$ cat src/rtl/sumofeven_pkg.sv
// Shared constants and FSM state encoding for the sequential sum-of-evens engine.
package sumofeven_pkg;

    // Default operand and result widths; SW must be at least 2*W-2.
    localparam int W  = 4;
    localparam int SW = 7;

    typedef enum logic [1:0] {
        ST_IDLE = 2'd0,
        ST_RUN  = 2'd1,
        ST_DONE = 2'd2
    } state_t;

endpackage

$ cat src/rtl/sumofeven_dp.sv
// Datapath: captured operand, even step counter and accumulator.
// The step counter is one bit wider than N so that i = 16 is representable
// for N = 15 and the i <= n_reg compare terminates instead of wrapping.
module sumofeven_dp
    import sumofeven_pkg::*;
#(
    parameter int W  = sumofeven_pkg::W,
    parameter int SW = sumofeven_pkg::SW
) (
    input  logic          clk,
    input  logic          rst,
    input  logic          load,
    input  logic          step,
    input  logic [W-1:0]  n_in,
    output logic          more,
    output logic [SW-1:0] acc
);

    logic [W-1:0] n_reg;
    logic [W:0]   i;

    // Load clears the sum and restarts at the first even term; step adds one term.
    always_ff @(posedge clk or posedge rst) begin
        if (rst) begin
            n_reg <= '0;
            i     <= '0;
            acc   <= '0;
        end else if (load) begin
            n_reg <= n_in;
            i     <= (W+1)'(2);
            acc   <= '0;
        end else if (step) begin
            i     <= i + (W+1)'(2);
            acc   <= acc + SW'(i);
        end
    end

    assign more = (i <= {1'b0, n_reg});

endmodule

$ cat src/rtl/sumofeven_seq.sv
// Sequential sum-of-evens engine: S = 2 + 4 + ... up to N, one term per clock.
// Handshake: start is only sampled in IDLE; the edge that accepts it also
// captures N. busy is high for every RUN cycle, done pulses for one cycle, and
// S (the accumulator) stays valid from done until the next accepted start.
module sumofeven_seq
    import sumofeven_pkg::*;
#(
    parameter int W  = sumofeven_pkg::W,
    parameter int SW = sumofeven_pkg::SW
) (
    input  logic          clk,
    input  logic          rst,
    input  logic          start,
    input  logic [W-1:0]  N,
    output logic          busy,
    output logic          done,
    output logic [SW-1:0] S,
    output logic [1:0]    state_dbg
);

    state_t state;
    logic   load;
    logic   step;
    logic   more;

    assign load      = (state == ST_IDLE) && start;
    assign step      = (state == ST_RUN) && more;
    assign state_dbg = state;

    sumofeven_dp #(.W(W), .SW(SW)) u_dp (
        .clk  (clk),
        .rst  (rst),
        .load (load),
        .step (step),
        .n_in (N),
        .more (more),
        .acc  (S)
    );

    // Controller: sequences the datapath and registers busy/done with the state.
    always_ff @(posedge clk or posedge rst) begin
        if (rst) begin
            state <= ST_IDLE;
            busy  <= 1'b0;
            done  <= 1'b0;
        end else begin
            case (state)
                ST_IDLE: begin
                    done <= 1'b0;
                    if (start) begin
                        state <= ST_RUN;
                        busy  <= 1'b1;
                    end
                end
                ST_RUN: begin
                    if (!more) begin
                        state <= ST_DONE;
                        busy  <= 1'b0;
                        done  <= 1'b1;
                    end
                end
                ST_DONE: begin
                    state <= ST_IDLE;
                    done  <= 1'b0;
                end
                default: begin
                    state <= ST_IDLE;
                    busy  <= 1'b0;
                    done  <= 1'b0;
                end
            endcase
        end
    end

endmodule

$ cat config.mk
export PLATFORM = sky130hd
export DESIGN_NAME = sumofeven_seq
export DESIGN_NICKNAME = d
export VERILOG_FILES = /design/src/rtl/sumofeven_pkg.sv /design/src/rtl/sumofeven_dp.sv /design/src/rtl/sumofeven_seq.sv
export SDC_FILE = /design/constraint.sdc
export NUM_CORES = 1
export LEC_CHECK = 0
export CORE_AREA = 10 10 67 69
export DETAILED_ROUTE_END_ITERATION = 16
export DIE_AREA = 0 0 77 79
export PLACE_DENSITY = 0.64
export SLEW_MARGIN = 10
export SYNTH_ARGS = -nofsm -noshare
export SYNTH_HDL_FRONTEND = slang
export SYNTH_SLANG_ARGS = --single-unit
$ cat constraint.sdc
create_clock -name clk -period 2 [get_ports clk]
set_input_delay 0.4 -clock clk [delete_from_list [all_inputs] [get_ports clk]]
set_output_delay 0.4 -clock clk [all_outputs]
set_load 0.005 [all_outputs]
# --- Yosys cells after proc, flatten, opt, wreduce, memory -nomap -nowiden ---
# Index checks and enable logic that the tools add are counted.
op_classes:
  add_sub_neg: 2
  magnitude_cmp: 1
  eq_ne: 4
  muxes: 12
  n_bitwise: 1
  reduce_logical: 6
ops:
  columns: ["operator", "count"]
  rows:
  - ["two-way mux 7 bit", 2]
  - ["two-way mux 5 bit", 2]
  - ["adder 7 x 5 -> 7 bit", 1]
  - ["adder 5 x 2 -> 5 bit (second input constant)", 1]
  - ["less-or-equal comparator 5 x 4 -> 1 bit", 1]
  - ["two-way mux 1 bit", 4]
  - ["two-way mux 2 bit", 2]
  - ["inequality test 2 bit (second input constant)", 2]
  - ["one-hot mux 2 bit (2 select lines)", 1]
  - ["one-hot mux 1 bit (3 select lines)", 1]
  - ["AND reduction 3 bit", 1]
  - ["== test 2 x 1 -> 1 bit (second input constant)", 1]
  - ["== test 2 bit (second input constant)", 1]
  - ["logical AND 1 bit", 2]
  - ["zero test 2 bit", 1]
  - ["AND reduction 2 bit", 1]
  - ["nonzero test 2 bit", 1]
  - ["inverter 1 bit", 1]
word_totals:
  regBits: 20
  inputBits: 7
  elab_cells: 32

# --- Longest topological paths before layout ---
depth:
  ltp_word: 4
  ltp_mapped: 8
  ltp_nobuf: 7

# --- Modules after synthesis ---
# From an unflattened synthesis, not the netlist that was laid out.
unflattened:
  hier_cells: 107
  area_unflattened_um2: 1033.5
modules_own_cells:
  columns: ["mod", "n_inst", "cells_per_inst", "area_per_inst_um2", "seq_area_each_um2"]
  rows:
  - ["sumofeven_dp", 1, 90, 865.8, 375.4]
  - ["sumofeven_seq", 1, 17, 167.7, 100.1]

# --- Least setup slack after synthesis ---
# OpenSTA, ideal clock, no wires.
synth_timing:
  path_kind: "register to register"
  start: "register u_dp.i[1]"
  end: "register u_dp.i[2]"
  setup_time_ns: 0.131
  t_arrival_ns: 1.675
  t_required_ns: 1.869
  slack_ns: 0.194
  stages_incl_launch_ff: 8
  path_buffers: 1
  period_less_slack_ns: 1.806
  cell_sequence: "dfrtp_1 > ha_1 > nor4bb_1 > nand2_1 > a21oi_2 > buf_6 > mux2i_1 > nor2_1"
synth_between:
  elab_chain_cells: 3
  elab_cells_between_ends: 6
  cone_classes: "add/sub: 1; order compare: 1; mux: 2; reduce/logical: 2"
synth_rtl:
  columns: ["element", "line_no", "text"]
  rows:
  - ["start, declared", "sumofeven_dp.sv:20", "logic [W:0] i;"]
  - ["start signal, assigned", "sumofeven_dp.sv:30", "i <= (W+1)'(2);"]
  - ["start signal, assigned", "sumofeven_dp.sv:33", "i <= i + (W+1)'(2);"]
  - ["adder 5 x 2 -> 5 bit / less-or-equal comparator 5 x 4 -> 1 bit (equally long branches)", "sumofeven_dp.sv:33, sumofeven_dp.sv:38", null]
  - ["two-way mux 5 bit / logical AND 1 bit (equally long branches)", "sumofeven_dp.sv:32, sumofeven_seq.sv:27", null]
  - ["two-way mux 5 bit / nonzero test 2 bit (equally long branches)", null, null]
# Several ways; a longest one is shown, not always the timed one. The select of a mux whose other input is x is not followed.
# A chain may end at the register's enable or synchronous reset.

# --- Final worst setup path ---
layout_timing:
  start: "register u_dp.i[1]"
  end: "register u_dp.acc[5]"
layout_between:
  elab_chain_cells: 3
  elab_cells_between_ends: 6
  cone_classes: "add/sub: 1; order compare: 1; mux: 2; reduce/logical: 2"
layout_rtl:
  columns: ["element", "line_no", "text"]
  rows:
  - ["adder 7 x 5 -> 7 bit / less-or-equal comparator 5 x 4 -> 1 bit (equally long branches)", "sumofeven_dp.sv:34, sumofeven_dp.sv:38", null]
  - ["two-way mux 7 bit / logical AND 1 bit (equally long branches)", "sumofeven_dp.sv:32, sumofeven_seq.sv:27", null]
  - ["two-way mux 7 bit / nonzero test 2 bit (equally long branches)", null, null]
  - ["end signal, assigned", "sumofeven_dp.sv:34", "acc <= acc + SW'(i);"]
  - ["end, declared", "sumofeven_dp.sv:16", "output logic [SW-1:0] acc"]
# Several ways; a longest one is shown, not always the timed one. The select of a mux whose other input is x is not followed.

==> reports/qor.csv <==
metric,value,unit
power,1.860,mW
h-tree-depth,1,
dp_hpwl,1572,um
finalClockSkew,0.008154,ns
drc,0,
path_max_fanout,7,
wl_per_cell,12.08,um
dp_cells,165,
slew_violations,0,
layout.nets,140,
io-pin-count,18,
cts_hold_buf,0,
path_clk_slew,0.12,ns
status,completed,
syn_area_per_cell,9.700,sq um
fin_tns_setup,0,ns
clkPwrFrac,0.113,
power.density,1475,mW/mm^2
worst_ep_arrival_time,2.05,ns
cap_violations,0,
die_y,79,um
switching_power,772.8,uW
viasPerCell,4.456,
crit_slowest_cell,dfrtp_2,
gp_congestion,0.8347,
core_area,0.003232,sq mm
leakage,0.5925,nW
antenna_found_initial,0,
numClockSinks,19,
peakVddDrop,432.6,uV
clk_path_buf_depth,2,
crit_buf_inv,0,
swShare,0.4154,
combPwrFrac,0.548,
drt-pass1-iter-count,4,
regToRegSetupSlack,0.14,ns
hold_viol,0,
grt_start_max_net_pins,20,
grt_pass1_wl,3408,um
synth_top_area_share,0.4853,
via_count,753,
cts_root_buffer,clkbuf_4,
num_rows,21,
synth_top_area_cell,dfrtp_1,
insertion_delay,0.31,ns
worstSetupEndpointType,flop,
yosys_warnings,0,
seqPwrFrac,0.339,
synth_area_leaders,"dfrtp_1, ha_1, nand2_1",
synth_cell_type_count,24,
cp_top_family,flip-flops,
yosysSeqAreaShare,0.4853,
cts_tree,built,
syn_inst,101,
p_int,1.088,mW
portBuffers,17,
worstSetupPathType,reg2reg,
ys_ff_latch,19,
rsz0062_at_grt,false,
start_util,0.3031,
drive_gt1_frac,0.08943,
min_period,1.858,ns
worstHoldPathType,in2async,
ant_nets,0,
fp.dieW,77,um
grt_pass1_vias,799,
cts_buffers,3,
grt.total_usage,0.06764,
postCtsSetupBuffers,0,
n_antenna_cell,0,
pre_cts_slack,0.03850,ns
timing.rr.start,u_dp.i[1],
first_iter_violations,36,
syn_nets,117,
fin_cells,169,
die-area,0.006083,sq mm
largest_reg_flops,7,
area_growth,28.74,%
required,2.20,ns
finalCritPeriodShare,0.9290,
startpoint_type,flop,
setup_ws,0.1421,ns
setup_violations,0,
cpPeakStageDelay,0.48,ns
worstPathCellList,ha_1 -> nor4bb_1 -> nand2_1 -> a21oi_4 -> o21ai_0 -> mux2i_1,
wl,2042,um
timing.fmax,0.5382,GHz
crit_start,u_dp.i[1],
syn_area,979.7,sq um
overflow,0,
## cell usage in the layout (no fill, tap or decap)
cell type and count:
a41oi_1 1, o21ai_0 9, nand2b_1 2, xor2_1 1
buf_4 4, nand3_1 1, dfrtp_2 1, o211ai_1 1
nor2_1 6, mux2i_1 4, xnor2_1 3, nor2b_1 1
fa_1 1, clkinvlp_4 1, nor4bb_1 1, clkbuf_4 3
a21oi_1 3, nand2_1 26, ha_1 8, a21oi_4 1
a211oi_1 1, conb_1 1, dfrtp_1 18, clkdlybuf4s50_1 17
and2_1 2, a21o_1 1, inv_1 4, a21oi_2 1
## metal layers
metal,track usage,part of all wire
met4,0.01642,0
met1,0.07454,0.47
met2,0.1130,0.48
met3,0.03604,0.053
met5,0,0
## worst register-to-register path, stage by stage, from the launching register on
cell and delay [ns]:
dfrtp_2 0.48, ha_1 0.29, nor4bb_1 0.25, nand2_1 0.17
a21oi_4 0.26, o21ai_0 0.16, mux2i_1 0.14
## power by group through the flow
| stage | Clock, mW | Sequential (mW) | Combinational [mW] |
|---|---|---|---|
| 6_report | 0.210 | 0.631 | 1.02 |
| 5_1_grt | 0.239 | 0.652 | 1.16 |
| 4_1_cts | 0.220 | 0.632 | 0.994 |
| 2_1_floorplan | 0 | 0.631 | 0.685 |
| 3_5_place_dp | 0 | 0.640 | 0.992 |
| 3_3_place_gp | 0 | 0.633 | 0.960 |
## cells by family after synthesis
logic type	share of synthesized area
adder cells (fa/ha/maj)	0.1226
multiplexers	0.04087
flip-flops	0.4853
buffers and inverters	0.03448
AND/OR/NAND/NOR	0.1698
XOR/XNOR	0.03577
other	0.003828
AO/OA/AOI/OAI	0.1073
## cells in the mapped netlist
library cell,instances
a211oi_1,1
a21o_1,1
a21oi_1,4
a21oi_2,1
a41oi_1,1
and2_1,2
buf_6,1
clkbuf_1,2
conb_1,1
dfrtp_1,19
fa_1,1
ha_1,8
inv_1,4
mux2i_1,4
nand2_1,26
nand2b_1,2
nand3_1,1
nor2_1,6
nor2b_1,1
nor4bb_1,1
o211ai_1,1
o21ai_0,9
xnor2_1,3
xor2_1,1
## path summary, 6_finish.rpt
| kind | to | cells past startpoint |
|---|---|---|
| worst max-delay path | u_dp.acc[5] | 6 |
| worst min-delay path | u_dp.acc[0] | 3 |
| worst max register to register | u_dp.acc[5] | 6 |
| worst min register to register | u_dp.n_reg[0] | 2 |
| max in group asynchronous | u_dp.i[1] | 3 |
| min in group clk | u_dp.n_reg[0] | 2 |
## metrics by stage
| stage | hold slack (ns) | instance area [sq um] | utilization |
|---|---|---|---|
| floorplan | 0.3511 | 979.7 | - |
| global placement | 0.4648 | 1219 | 0.3771 |
| detailed placement | 0.4648 | 1219 | 0.3771 |
| CTS | 0.3922 | 1249 | 0.3864 |
| global route | 0.4013 | 1261 | 0.3902 |
| finish | 0.3885 | 1261 | 0.3902 |
## cell type report
cell class                 count  area, sq um
tap                           46        57.56
clock buffer                   3        22.52
clock inverter                 1        7.507
timing repair buffer          21        200.2
fill                         341         1971
multi-input combinational     75        481.7
sequential                    19        476.7
inverter                       4        15.01
## what timing repair did
item                                   CTS  global route
setup endpoints to repair                0             8
endpoints found under the hold margin    0             0
resized for setup                        0             3
Power figures use the tool's default switching activity.
